===== config.mk =====
export PLATFORM = sky130hd
export DESIGN_NAME = uart_rx_fifo
export DESIGN_NICKNAME = d
export VERILOG_FILES = /design/src/rtl/uart_pkg.sv /design/src/rtl/uart_rx_fifo_core.sv /design/src/rtl/uart_rx_fifo.sv
export SDC_FILE = /design/constraint.sdc
export NUM_CORES = 1
export LEC_CHECK = 0
export BUFFER_PORTS_ARGS = -buffer_cell sky130_fd_sc_hd__clkbuf_2
export CAP_MARGIN = 15
export CORE_ASPECT_RATIO = 1.1
export CORE_MARGIN = 1.5
export CORE_UTILIZATION = 52
export CTS_BUF_LIST = sky130_fd_sc_hd__clkbuf_4 sky130_fd_sc_hd__clkbuf_8 sky130_fd_sc_hd__clkbuf_16
export DETAILED_ROUTE_END_ITERATION = 10
export PLACE_DENSITY = 0.85
export SYNTH_ARGS = -nofsm -noshare
export SYNTH_HDL_FRONTEND = slang
export SYNTH_SLANG_ARGS = --single-unit

===== constraint.sdc =====
create_clock -name clk -period 2.5 [get_ports clk]
set_input_delay 0.125 -clock clk [delete_from_list [all_inputs] [get_ports clk]]
set_output_delay 0.125 -clock clk [all_outputs]
set_load 0.05 [all_outputs]

===== src/rtl/uart_pkg.sv =====
// rtl/uart_pkg.sv - register offsets, STATUS layout and shared constants for the UART RX FIFO
package uart_pkg;

   localparam logic [3:0] UART_FIFO_DATA = 4'h0;
   localparam logic [3:0] UART_FIFO_STAT = 4'h4;
   localparam logic [3:0] UART_FIFO_THR  = 4'h8;

   localparam int STAT_EMPTY   = 0;
   localparam int STAT_FULL    = 1;
   localparam int STAT_OVF     = 2;
   localparam int STAT_IRQ     = 4;
   localparam int STAT_CNT_LSB = 8;

   // Command bits carried by a STATUS write
   localparam int CTRL_OVF_CLR = 2;
   localparam int CTRL_FLUSH   = 3;

   localparam logic [31:0] RX_EMPTY_WORD = 32'hFFFF_FFFF;

   function automatic logic [31:0] stat_word(input logic empty, input logic full,
                                             input logic ovf, input logic irq,
                                             input logic [7:0] cnt);
      logic [31:0] w;
      w = '0;
      w[STAT_EMPTY] = empty;
      w[STAT_FULL]  = full;
      w[STAT_OVF]   = ovf;
      w[STAT_IRQ]   = irq;
      w[STAT_CNT_LSB +: 8] = cnt;
      return w;
   endfunction

endpackage


===== src/rtl/uart_rx_fifo_core.sv =====
// rtl/uart_rx_fifo_core.sv - circular byte FIFO with push/pop/flush and sticky overflow
module fifo_core #(
   parameter int DEPTH_LOG2 = 4
) (
   input  logic                  clk,
   input  logic                  resetn,
   input  logic                  push_i,
   input  logic [7:0]            push_data_i,
   input  logic                  pop_i,
   input  logic                  flush_i,
   input  logic                  ovf_clr_i,
   output logic [7:0]            head_o,
   output logic [DEPTH_LOG2:0]   count_o,
   output logic [DEPTH_LOG2:0]   count_next_o,
   output logic                  empty_o,
   output logic                  full_o,
   output logic                  overflow_o,
   output logic                  overflow_next_o
);

   localparam int DEPTH = 1 << DEPTH_LOG2;
   localparam int CW    = DEPTH_LOG2 + 1;

   logic [7:0]            mem_q [DEPTH];
   logic [DEPTH_LOG2-1:0] wr_ptr_q, wr_ptr_d, rd_ptr_q, rd_ptr_d;
   logic [DEPTH_LOG2:0]   count_q, count_d;
   logic                  ovf_q, ovf_d;
   logic                  pop_ok, push_ok;

   assign empty_o = (count_q == '0);
   assign full_o  = (count_q == CW'(DEPTH));

   always_comb begin
      pop_ok   = pop_i && !empty_o;
      // A pop in the same cycle frees the slot the push needs
      push_ok  = push_i && !flush_i && (!full_o || pop_ok);
      wr_ptr_d = wr_ptr_q;
      rd_ptr_d = rd_ptr_q;
      count_d  = count_q;
      ovf_d    = ovf_q;
      if (ovf_clr_i) ovf_d = 1'b0;
      if (push_i && !flush_i && !push_ok) ovf_d = 1'b1;
      if (flush_i) begin
         wr_ptr_d = '0;
         rd_ptr_d = '0;
         count_d  = '0;
      end else begin
         if (push_ok) wr_ptr_d = wr_ptr_q + DEPTH_LOG2'(1);
         if (pop_ok)  rd_ptr_d = rd_ptr_q + DEPTH_LOG2'(1);
         count_d = count_q + CW'(push_ok) - CW'(pop_ok);
      end
   end

   always_ff @(posedge clk or negedge resetn) begin
      if (!resetn) begin
         wr_ptr_q <= '0;
         rd_ptr_q <= '0;
         count_q  <= '0;
         ovf_q    <= 1'b0;
      end else begin
         wr_ptr_q <= wr_ptr_d;
         rd_ptr_q <= rd_ptr_d;
         count_q  <= count_d;
         ovf_q    <= ovf_d;
      end
   end

   always_ff @(posedge clk) begin
      if (push_ok) mem_q[wr_ptr_q] <= push_data_i;
   end

   assign head_o          = mem_q[rd_ptr_q];
   assign count_o         = count_q;
   assign count_next_o    = count_d;
   assign overflow_o      = ovf_q;
   assign overflow_next_o = ovf_d;

endmodule


===== src/rtl/uart_rx_fifo.sv =====
// rtl/uart_rx_fifo.sv - memory-mapped UART RX FIFO: bus decode, ready, rdata mux, irq
// Define UART_RX_FIFO_IRQ_EN to add the THRESH register and the level interrupt.
module uart_rx_fifo
   import uart_pkg::*;
#(
   parameter int DEPTH_LOG2 = 4
) (
   input  logic        clk,
   input  logic        resetn,
   input  logic        in_valid,
   input  logic [7:0]  in_data,
   input  logic        sel,
   input  logic [3:0]  addr,
   input  logic [3:0]  wstrb,
   input  logic [31:0] wdata,
   output logic [31:0] rdata,
   output logic        ready,
   output logic        irq
);

   logic                ready_q;
   logic [31:0]         rdata_q, rdata_d;
   logic                start, is_read, pop, stat_wr, flush, ovf_clr;
   logic [7:0]          head;
   logic [DEPTH_LOG2:0] count, count_next;
   logic                empty, full, ovf, ovf_next;
   logic                unused_ok;

   // A cycle with ready high never starts a new access, so a held sel pops once
   assign start   = sel && !ready_q;
   assign is_read = (wstrb == 4'b0);
   assign pop     = start && is_read && (addr == UART_FIFO_DATA);
   assign stat_wr = start && !is_read && (addr == UART_FIFO_STAT);
   assign flush   = stat_wr && wdata[CTRL_FLUSH];
   assign ovf_clr = stat_wr && wdata[CTRL_OVF_CLR];

   fifo_core #(.DEPTH_LOG2(DEPTH_LOG2)) u_core (
      .clk             (clk),
      .resetn          (resetn),
      .push_i          (in_valid),
      .push_data_i     (in_data),
      .pop_i           (pop),
      .flush_i         (flush),
      .ovf_clr_i       (ovf_clr),
      .head_o          (head),
      .count_o         (count),
      .count_next_o    (count_next),
      .empty_o         (empty),
      .full_o          (full),
      .overflow_o      (ovf),
      .overflow_next_o (ovf_next)
   );

`ifdef UART_RX_FIFO_IRQ_EN
   logic [DEPTH_LOG2:0] thresh_q, thresh_d;
   logic                irq_q, irq_d;

   always_comb begin
      thresh_d = thresh_q;
      if (start && wstrb[0] && (addr == UART_FIFO_THR)) thresh_d = wdata[DEPTH_LOG2:0];
      irq_d = ((count_next >= thresh_q) && (thresh_q != '0)) || ovf_next;
   end

   always_ff @(posedge clk or negedge resetn) begin
      if (!resetn) begin
         thresh_q <= (DEPTH_LOG2+1)'(1);
         irq_q    <= 1'b0;
      end else begin
         thresh_q <= thresh_d;
         irq_q    <= irq_d;
      end
   end

   assign irq = irq_q;
`else
   assign irq = 1'b0;
`endif

   always_comb begin
      rdata_d = rdata_q;
      if (start) begin
         rdata_d = '0;
         if (is_read) begin
            case (addr)
               UART_FIFO_DATA: rdata_d = empty ? RX_EMPTY_WORD : {24'h0, head};
               UART_FIFO_STAT: rdata_d = stat_word(empty, full, ovf, irq, 8'(count));
`ifdef UART_RX_FIFO_IRQ_EN
               UART_FIFO_THR:  rdata_d = 32'(thresh_q);
`endif
               default:        rdata_d = '0;
            endcase
         end
      end
   end

   always_ff @(posedge clk or negedge resetn) begin
      if (!resetn) begin
         ready_q <= 1'b0;
         rdata_q <= '0;
      end else begin
         ready_q <= start;
         rdata_q <= rdata_d;
      end
   end

   assign ready     = ready_q;
   assign rdata     = rdata_q;
   assign unused_ok = &{1'b0, wdata, count_next, ovf_next};

endmodule

==> reports/qor.yml, run 1 <==
floorplanning:
  fp.dieH_um: 122
  initial_utilization_pct: 53.3
  die_area_um2: 13600
  die_x_um: 112
  io_pins: 86
  fp-row-count: 43
  core_um2: 12600
detailed_routing:
  drc: 0
  avgRoutedWirePerCell_um: 21.7
  first_pass_iters: 5
  ant_nets: 0
  wl_um: 14600
  viasPerCell: 5.89
  drtIter0Drc: 434
  via_count: 3973
clocking:
  clkSinkCount: 157
  htreeDepth: 4
  cts.clk_slew.worst_paths_ps: 60
  cts_buffers: 17
  clk_latency_ps: 420
  clockBufferDepth: 2
  cts_root_buf: "clkbuf_16"
  cts_tree: "yes"
global_routing:
  grt_pass1_wl_um: 22900
  grt_pass1_vias: 4158
  grt_overflow: 0
  grt_use_total_pct: 23.0
  antenna_found_initial: 0
  grt_max_degree: 41
sta:
  fin_setup_tns_ps: -66.7
  fmax_ghz: 0.390
  rsz0062_at_grt: "true"
  clock_skew_ps: 6.37
  post-route-period-util_pct: 103
  timing.final.ws_setup_ps: -66.7
  min_period_ps: 2570
  report.final.slew_viol_count: 0
  slew_headroom_pct: 49.0
  setup_viol: 1
  tightest_slew_ps: 765
  final-hold-violation-count: 0
setup_path:
  startpoint: "ready"
  slowest_stage: "dfrtp_2"
  crit_buf_inv: 3
  slowest_delay_ps: 410
  crit_path_frequent_cell: "inv_2"
  arrival_ps: 2920
  cp_max_fo: 3
  endpoint_kind: "flip-flop"
  worstSetupStartpointType: "flip-flop"
  critPathKind: "flip-flop to flip-flop"
  crit_family: "simple AND/OR/NAND/NOR gates"
  cp.required_ps: 2850
  r2r_start: "ready"
  crit_chain: "nand2b_4 -> or3_4 -> nor2_2 -> ha_1 -> inv_2 -> ha_4 -> inv_2 -> fa_2 -> inv_2 -> a21oi_2 -> nor2_1 -> o21ai_1 -> a21oi_2"
final_layout:
  syn_to_final_growth_pct: 22.0
  final_common_cell: "edfxtp_1"
  final_area_um2: 8210
  antennaDiodeCount: 0
  final_cells: 675
  fillers: 812
  nNetsFinal: 569
  layout-drive-gt1-share_pct: 40.2
  most-common-layout-cells: "128 x edfxtp_1, 54 x clkbuf_2, 39 x buf_4"
synthesis:
  synthArstFlopShare_pct: 18.5
  ys_seq_area_share_pct: 67.8
  synth_warnings: 0
  synth_compound_area_share_pct: 4.42
  synthMuxAreaShare_pct: 12.0
  yosysTopAreaCell: "edfxtp_1"
  syn_avg_cell_area_um2: 16.2
  netlist.area_leader.share_pct: 57.1
  synth_cell_type_count: 53
  synthAdderAreaFrac_pct: 2.34
  netlist_instances: 417
  netlist_area_um2: 6740
  synth_top_family_by_area: "multiplexers"
  synthSimpleGateAreaFrac_pct: 7.62
  ys_dominant_reg_cell: "edfxtp_1"
  synthTopCellsByArea: "edfxtp_1 57%, dfrtp_1 11%, mux4_2 8.7%"
  synth_xor_area_share_pct: 1.30
  synth_edf_count: 128
  postSynthNetCount: 481
  ys_ff_latch: 157
placement:
  gp_congestion: 0.862
  dp_hpwl_um: 9350
  io_buffers: 54
  post_dp_cell_area_um2: 7460
  dp.cells: 631
worst_hold_path:
  hp-start: "wdata[2]"
  hold_class: "input port to flip-flop"
power_and_ir_drop:
  power_mw: 7.64
  p_leak_nw: 3.11
  powerDensity_nw_per_um2: 930
  ir_drop_mv: 0.742
run_status:
  status: "complete, but fails checks"
  failed_checks: "setup timing"
job:
  drv_cap: 0
## worst reg2reg max path, cell delays in order (launching register included)
cell and delay [ps]:
dfrtp_2 410, nand2b_4 150, or3_4 390, nor2_2 140
ha_1 260, inv_2 70, ha_4 130, inv_2 40
fa_2 380, inv_2 60, a21oi_2 40, nor2_1 160
o21ai_1 110, a21oi_2 160
## final cells by class
type                    count  area, µm²  share of cell area [%]
clock buffers              17        425                    5.18
multi-input cells         204       1980                    24.1
well taps                 157        196                    2.39
repair buffers            106        805                    9.79
flip-flops and latches    157       4570                    55.7
inverters                  19       73.8                   0.899
clock inverters            15        160                    1.95
## power breakdown
group          leakage, nW  internal (mW)  switching [mW]
logic                 1.29          0.878           0.909
registers             1.53           3.13           0.197
clock network        0.289           1.49            1.03
total                 3.11           5.50            2.14
## Yosys cell counts, drive strengths merged, types with 4 or more instances
| library cell | count |
|---|---|
| mux4 | 26 |
| clkbuf | 11 |
| a22oi | 7 |
| buf | 26 |
| edfxtp | 128 |
| nor2 | 21 |
| mux2i | 4 |
| dfrtp | 29 |
| and2 | 8 |
| a21oi | 10 |
| a221oi | 5 |
| ha | 11 |
| xor2 | 6 |
| o21ai | 11 |
| xnor2 | 4 |
| inv | 19 |
| nor4 | 7 |
| mux2 | 16 |
| nand3 | 5 |
| nand2 | 26 |
## routing by layer
layer	GRT usage, %	wire length, µm	share of wire, %
met5	0	0	0
met1	28.0	5660	39
met4	11.1	468	3.2
met2	39.0	7470	51
met3	5.38	1040	7.1
## repair_timing
action | in CTS | in global routing
gates resized for setup | 14 | 5
buffers inserted | 7 | 4
hold endpoints to repair | 29 | 0
hold buffers | 1 | 0
pin swaps | 8 | 3
setup endpoints to repair | 3 | 39
## stage by stage
| stage | utilization, % | setup WS, ps | hold slack, ps |
|---|---|---|---|
| 6_report | 65.0 | -66.7 | 48.1 |
| 5_1_grt | 65.0 | -149 | 67.7 |
| 4_1_cts | 64.6 | 8.32 | 42.3 |
| 3_5_place_dp | 59.0 | -319 | 225 |
| 3_3_place_gp | 59.0 | -117 | 202 |
| 2_1_floorplan | - | -209 | -171 |
## kinds of logic after synthesis
group | after synthesis
buf+inv | 56
compound gates | 44
xor+xnor | 10
flops | 157
mux | 46
fa+ha+maj | 12
other cells | 1
simple gates | 91
## flip-flops by register name, summed over array words and instances (netlist names)
name,flops
u_core.rd_ptr_q,4
u_core.overflow_o,1
u_core.mem_q,128
u_core.count_o,5
ready,1
u_core.wr_ptr_q,4
rdata,14
## worst paths after layout
check	end	slack, ps	cells past startpoint
max in group asynchronous	u_core.rd_ptr_q[0]	1660	2
min in group asynchronous	u_core.count_o[1]	310	2
setup / recovery	u_core.count_o[4]	-70	13
hold reg to reg	rdata[10]	490	2
setup reg to reg	u_core.count_o[4]	-70	13
hold / removal	u_core.overflow_o	50	4
No activity file was read; power rests on OpenSTA's default activity.
==> run 2, diff against run 1 <==
--- a/config.mk
+++ b/config.mk
@@ -11,6 +11,7 @@
 export CORE_MARGIN = 1.5
 export CORE_UTILIZATION = 52
 export CTS_BUF_LIST = sky130_fd_sc_hd__clkbuf_4 sky130_fd_sc_hd__clkbuf_8 sky130_fd_sc_hd__clkbuf_16
+export CTS_CLUSTER_DIAMETER = 60
 export DETAILED_ROUTE_END_ITERATION = 10
 export PLACE_DENSITY = 0.85
 export SYNTH_ARGS = -nofsm -noshare
==> constraint.sdc (replaced) <==
create_clock -name clk -period 2.5 [get_ports clk]
set_input_delay 0.125 -clock clk [delete_from_list [all_inputs] [get_ports clk]]
set_output_delay 0.125 -clock clk [all_outputs]
set_load 0.01 [all_outputs]
==> reports/qor.yml, run 2 (synthesized netlist as in run 1, its figures left out) <==
setup_path:
  critPathKind: "flip-flop to flip-flop"
  r2r-end: "u_core.count_o[4]"
  cp.required_ps: 2840  # about the same
  worstSetupStartpointType: "flip-flop"
  r2r.worst_path.cells: 14  # +1
  arrival_ps: 2810  # -110 ps
  r2r_slack_ps: 30  # +100 ps
  r2r_start: "u_core.count_o[3]"
  cp_max_fo: 3  # unchanged
  endpoint_kind: "flip-flop"
placement:
  gp_congestion: 0.847  # -1.8%
  dp_hpwl_um: 9010  # -3.6%
  dp_slack_ps: -213  # +106 ps
  dp.cells: 627  # -0.63%
  io_buffers: 54  # unchanged
sta:
  clock_skew_ps: 7.11  # +0.732 ps
  min_period_ps: 2470  # -96.5 ps
  timing.final.ws_setup_ps: 29.8  # +96.5 ps
  rsz0062_at_grt: "true"
  post-route-period-util_pct: 98.8  # -3.9 points
  report.final.slew_viol_count: 0  # unchanged
  final-hold-violation-count: 0  # unchanged
  tightest_slew_ps: 899  # +134 ps
  fmax_ghz: 0.405  # +3.9%
  slew_headroom_pct: 40.1  # -8.9 points
  setup_viol: 0  # -1
power_and_ir_drop:
  ir_drop_mv: 0.755  # +1.7%
  powerDensity_nw_per_um2: 911  # -2.1%
  p_leak_nw: 3.03  # -2.4%
final_layout:
  fillers: 805  # -0.86%
  nNetsFinal: 561  # -1.4%
  fin_util_pct: 63.9  # -1.1 points
  largest_reg_flops: 128  # unchanged
  syn_to_final_growth_pct: 19.9
  largest_register: "u_core.mem_q"
  layout-drive-gt1-share_pct: 38.4  # -1.7 points
  antennaDiodeCount: 0  # unchanged
  most-common-layout-cells: "128 x edfxtp_1, 54 x clkbuf_2, 32 x buf_4"
  final_common_cell: "edfxtp_1"
  final_cells: 667  # -1.2%
detailed_routing:
  ant_nets: 0  # unchanged
  avgRoutedWirePerCell_um: 21.9  # +1.0%
  drtIter0Drc: 394  # -9.2%
  via_count: 4025  # +1.3%
  viasPerCell: 6.03  # +2.5%
  wl_um: 14600  # -0.18%
  drc: 0  # unchanged
  first_pass_iters: 5  # unchanged
clocking:
  cts.clk_slew.worst_paths_ps: 60  # about the same
  cts_buffers: 17  # unchanged
  clk_latency_ps: 420  # about the same
  cts_tree: "yes"
  clockBufferDepth: 2  # unchanged
  clkSinkCount: 157  # unchanged
  cts_root_buf: "clkbuf_16"
  htreeDepth: 4  # unchanged
global_routing:
  grt_overflow: 0  # unchanged
  grt_pass1_wl_um: 22800  # -0.36%
  grt_pass1_vias: 3962  # -4.7%
  grt_max_degree: 41  # unchanged
  antenna_found_initial: 0  # unchanged
  grt_use_total_pct: 22.8  # -0.18 points
floorplanning:
  die_x_um: 112  # unchanged
  core_um2: 12600  # unchanged
  initial_utilization_pct: 53.3  # unchanged
  fp.dieH_um: 122  # unchanged
  fp-row-count: 43  # unchanged
  io_pins: 86  # unchanged
  die_area_um2: 13600  # unchanged
run_status:
  status: "completed"
worst_hold_path:
  hp-start: "in_valid"
  hold_depth: 3  # -1
  min_to: "u_core.wr_ptr_q[1]"
  hold_class: "input port to flip-flop"
job:
  drv_cap: 0  # unchanged
==> run 2: worst max-delay path, cell delays in order, from the launching register on <==
cell and delay [ps]:
dfrtp_1 390, inv_2 90, ha_4 150, nor4b_4 290, nor2_4 60, ha_4 270, inv_2 40, ha_4 160
inv_4 50, fa_2 210, inv_2 40, a21oi_2 100, nor2_1 60, or3_1 360, a21oi_2 130
==> run 2: layout make-up <==
| cell class | count | area (µm²) | share of cell area, % |
|---|---|---|---|
| repair buffers | 98 | 732 | 9.06 |
| inverters | 19 | 73.8 | 0.914 |
| clock inverters | 15 | 121 | 1.50 |
| flip-flops and latches | 157 | 4570 | 56.6 |
| multi-input cells | 204 | 1960 | 24.2 |
| well taps | 157 | 196 | 2.43 |
| clock buffers | 17 | 425 | 5.27 |
==> run 2: per-stage QoR <==
stage	TNS [ps]	area (µm²)	power (mW)	hold slack, ps
after floorplan	-112	6770	4.22	-171
after global placement	-144	7390	4.67	197
after detailed placement	-306	7390	4.77	217
after CTS	-17.8	8010	7.28	71.1
after global routing	-90.6	8080	7.65	109
final	0	8080	7.35	84.2
==> run 2: how the worst max path moves through the flow <==
stage                                 start                end  slack [ps]
final                     u_core.count_o[3]  u_core.count_o[4]          30
after global routing      u_core.count_o[2]  u_core.count_o[4]         -90
after CTS                 u_core.count_o[3]  u_core.count_o[4]         -20
after detailed placement           wstrb[0]  u_core.count_o[4]        -210
after global placement             wstrb[0]  u_core.count_o[4]        -100
after floorplan                    wstrb[0]  u_core.count_o[4]        -110
==> run 2: where the power goes <==
part / switching, mW / internal [mW]
combinational: 0.851 / 0.794
sequential: 0.191 / 3.13
clock: 1.02 / 1.36
total: 2.06 / 5.29
==> run 2: repair_timing <==
| item | CTS | global route |
|---|---|---|
| hold buffers | 1 | 0 |
| setup endpoints to repair | 1 | 2 |
| resized for setup | 11 | 6 |
| pin swaps | 8 | 6 |
| endpoints found under the hold margin | 29 | 0 |
| setup buffers | 3 | 4 |
==> run 2: layer usage <==
metal	global-route usage, %	wire, µm	vias to the layer above
met2	39.6	7520	214
met5	0	0	-
met4	8.62	351	0
li1	-	-	1730
met1	27.3	5700	2050
met3	6.52	1040	31
==> run 3, diff against run 2 <==
--- a/config.mk
+++ b/config.mk
@@ -5,6 +5,7 @@
 export SDC_FILE = /design/constraint.sdc
 export NUM_CORES = 1
 export LEC_CHECK = 0
+export ABC_AREA = 1
 export BUFFER_PORTS_ARGS = -buffer_cell sky130_fd_sc_hd__clkbuf_2
 export CAP_MARGIN = 15
 export CORE_ASPECT_RATIO = 1.1
==> reports/qor.yml, run 3 <==
power_and_ir_drop:
  power_frac_seq_pct: 42.5  # -2.7 points
  ir_drop_mv: 0.608  # -19%
  p_leak_nw: 3.27  # +7.9%
  power.share.switching_pct: 31.2  # +3.1 points
  powerDensity_nw_per_um2: 959  # +5.3%
  power_frac_clock_pct: 32.5  # about the same
  p_sw_mw: 2.39  # +16%
  combPwrFrac_pct: 25.1  # +2.7 points
  power_mw: 7.68  # +4.4%
  p_int_mw: 5.28  # -0.15%
detailed_routing:
  drtIter0Drc: 610  # +55%
  drc: 0  # unchanged
  via_count: 4920  # +22%
  viasPerCell: 5.68  # -5.9%
  wl_um: 15300  # +4.9%
  ant_nets: 0  # unchanged
  avgRoutedWirePerCell_um: 17.7  # -19%
  first_pass_iters: 5  # unchanged
sta:
  slew_headroom_pct: 51.9  # +12 points
  clock_skew_ps: 8.51  # +1.40 ps
  rsz0062_at_grt: "true"
  tightest_slew_ps: 721  # -178 ps
  report.final.slew_viol_count: 0  # unchanged
  post-route-period-util_pct: 100  # +1.5 points
  timing.final.ws_setup_ps: -7.22  # -37.1 ps
  final-hold-violation-count: 0  # unchanged
  min_period_ps: 2510  # +37.1 ps
  fmax_ghz: 0.399  # -1.5%
  setup_viol: 1  # +1
global_routing:
  antenna_found_initial: 0  # unchanged
  grt_pass1_wl_um: 23900  # +4.7%
  grt_use_total_pct: 22.7  # -0.091 points
  grt_pass1_vias: 4722  # +19%
  grt_max_degree: 71  # +73%
  grt_overflow: 0  # unchanged
setup_path:
  cp.required_ps: 2810  # -30 ps
  critPathKind: "flip-flop to flip-flop"
  cp_max_fo: 2  # -1
  worstSetupStartpointType: "flip-flop"
  r2r-end: "u_core.count_o[4]"
  endpoint_kind: "flip-flop"
  r2r_start: "u_core.count_o[3]"
  arrival_ps: 2820  # about the same
  startpoint: "u_core.count_o[3]"
  r2r.worst_path.cells: 17  # +3
  r2r_slack_ps: -7  # -40 ps
final_layout:
  final_common_cell: "edfxtp_1"
  largest_register: "u_core.mem_q"
  regArea_um2: 4570  # unchanged
  fillers: 945  # +17%
  antennaDiodeCount: 0  # unchanged
  largest_reg_flops: 128  # unchanged
  nNetsFinal: 756  # +35%
  layout-drive-gt1-share_pct: 21.0  # -17 points
  most-common-layout-cells: "128 x edfxtp_1, 97 x nor2_1, 75 x nand2_1"
  final_area_um2: 8000  # -0.93%
  syn_to_final_growth_pct: 15.5
  multi_input_area_um2: 1900  # -2.9%
floorplanning:
  io_pins: 86  # unchanged
  die_area_um2: 14000  # +2.8%
  die_x_um: 113  # +1.4%
  fp-row-count: 44  # +2.3%
  core_um2: 13100  # +3.6%
  initial_utilization_pct: 52.9  # -0.41 points
  fp.dieH_um: 124  # +1.4%
clocking:
  cts_root_buf: "clkbuf_16"
  htreeDepth: 4  # unchanged
  clkSinkCount: 157  # unchanged
  clockBufferDepth: 2  # unchanged
  cts_buffers: 17  # unchanged
  cts_tree: "yes"
  cts.clk_slew.worst_paths_ps: 60  # about the same
  clk_latency_ps: 420  # about the same
synthesis:
  netlist.area_leader.share_pct: 55.5  # -1.6 points
  ys_seq_area_share_pct: 66.0  # -1.9 points
  synth.most_common_cell: "edfxtp_1"
  synthTopCellsByArea: "edfxtp_1 55%, dfrtp_1 10%, nor2_1 5.4%"
  synthArstFlopShare_pct: 18.5  # unchanged
  syn_avg_cell_area_um2: 11.0  # -32%
  synth_cell_type_count: 33  # -38%
  ys_dominant_reg_cell: "edfxtp_1"
  postSynthNetCount: 693  # +44%
  netlist_area_um2: 6930  # +2.8%
  synthTopCellsByCount: "128 x edfxtp_1, 99 x nor2_1, 77 x nand2_1, 66 x o21ai_0, 51 x nand3_1"
  netlist_instances: 629  # +51%
  ys_ff_latch: 157  # unchanged
  yosysTopAreaCell: "edfxtp_1"
  synth_warnings: 0  # unchanged
  synth_edf_count: 128  # unchanged
placement:
  dp_hpwl_um: 9560  # +6.1%
  post_dp_cell_area_um2: 7380  # -0.15%
  gp_congestion: 0.875  # +3.3%
  io_buffers: 54  # unchanged
worst_hold_path:
  hold_class: "input port to flip-flop"
  hold_depth: 3  # unchanged
  hp-start: "in_valid"
  min_to: "u_core.overflow_o"
run_status:
  failed_checks: "setup timing"
  status: "complete, but fails checks"
job:
  drv_cap: 0  # unchanged
==> run 3: cell type report <==
cell class / instances / area share [%]
well taps: 161 / 2.52
inverters: 53 / 2.55
repair buffers: 91 / 6.88
flip-flops and latches: 157 / 57.1
clock buffers: 21 / 5.69
clock inverters: 11 / 1.49
multi-input cells: 372 / 23.8
==> run 3: power groups by stage <==
stage | Clock [mW] | Sequential (mW) | Combinational [mW]
finish | 2.49 | 3.26 | 1.92
global placement | 0 | 3.29 | 1.74
CTS | 2.50 | 3.25 | 1.87
floorplan | 0 | 3.26 | 1.30
global route | 2.62 | 3.28 | 2.13
detailed placement | 0 | 3.30 | 1.83
==> run 3: per-layer routing <==
metal | global-route usage (%) | wire (µm) | vias to the layer above
met5 | 0 | 0 | -
met1 | 28.4 | 5920 | 2335
met3 | 4.53 | 1240 | 39
met4 | 10.1 | 462 | 0
li1 | - | - | 2257
met2 | 38.7 | 7710 | 289
==> run 3: worst max-delay path by stage <==
stage	endpoint	slack, ps	depth (start not counted)
floorplan	u_core.count_o[4]	-30	17
detailed placement	u_core.count_o[4]	-70	17
finish	u_core.count_o[4]	-7	17
CTS	u_core.count_o[4]	-40	17
global placement	u_core.count_o[4]	20	17
global route	u_core.count_o[4]	-150	17
==> run 3: worst max-delay path: stages (launching register included) <==
cell	delay, ps
dfrtp_1	380
inv_1	80
ha_1	140
nand3_1	100
inv_1	80
nand2_2	60
inv_2	60
nor2_2	40
ha_1	250
inv_1	60
ha_2	180
inv_2	40
fa_2	330
or2_4	240
a21oi_2	110
nor2_1	50
xor2_1	120
nor2_1	50
==> run 3: cell families after synthesis <==
kind of cell	synth area share, %
adder cells (fa/ha/maj)	2.28
XOR/XNOR	0.759
AO/OA/AOI/OAI	8.13
other	0.0541
buffers and inverters	6.97
AND/OR/NAND/NOR	15.8
flip-flops	66.0
==> run 3: what timing repair did <==
item,in CTS,in global routing
hold endpoints to repair,29,0
setup endpoints to repair,1,1
hold buffers,1,0
pin swaps,3,1
gates resized for setup,4,3
setup buffers,0,3
==> run 3: stage by stage <==
stage	hold slack, ps	util [%]	TNS, ps	std cells	worst slack [ps]
final	41.2	61.1	-7.22	866	-7.22
after global routing	23.3	61.1	-152	866	-152
after CTS	29.5	60.9	-37.4	863	-37.4
after detailed placement	209	56.3	-69.5	830	-69.5
after global placement	202	56.3	0	830	16.2
after floorplan	-171	-	-29.2	629	-29.2
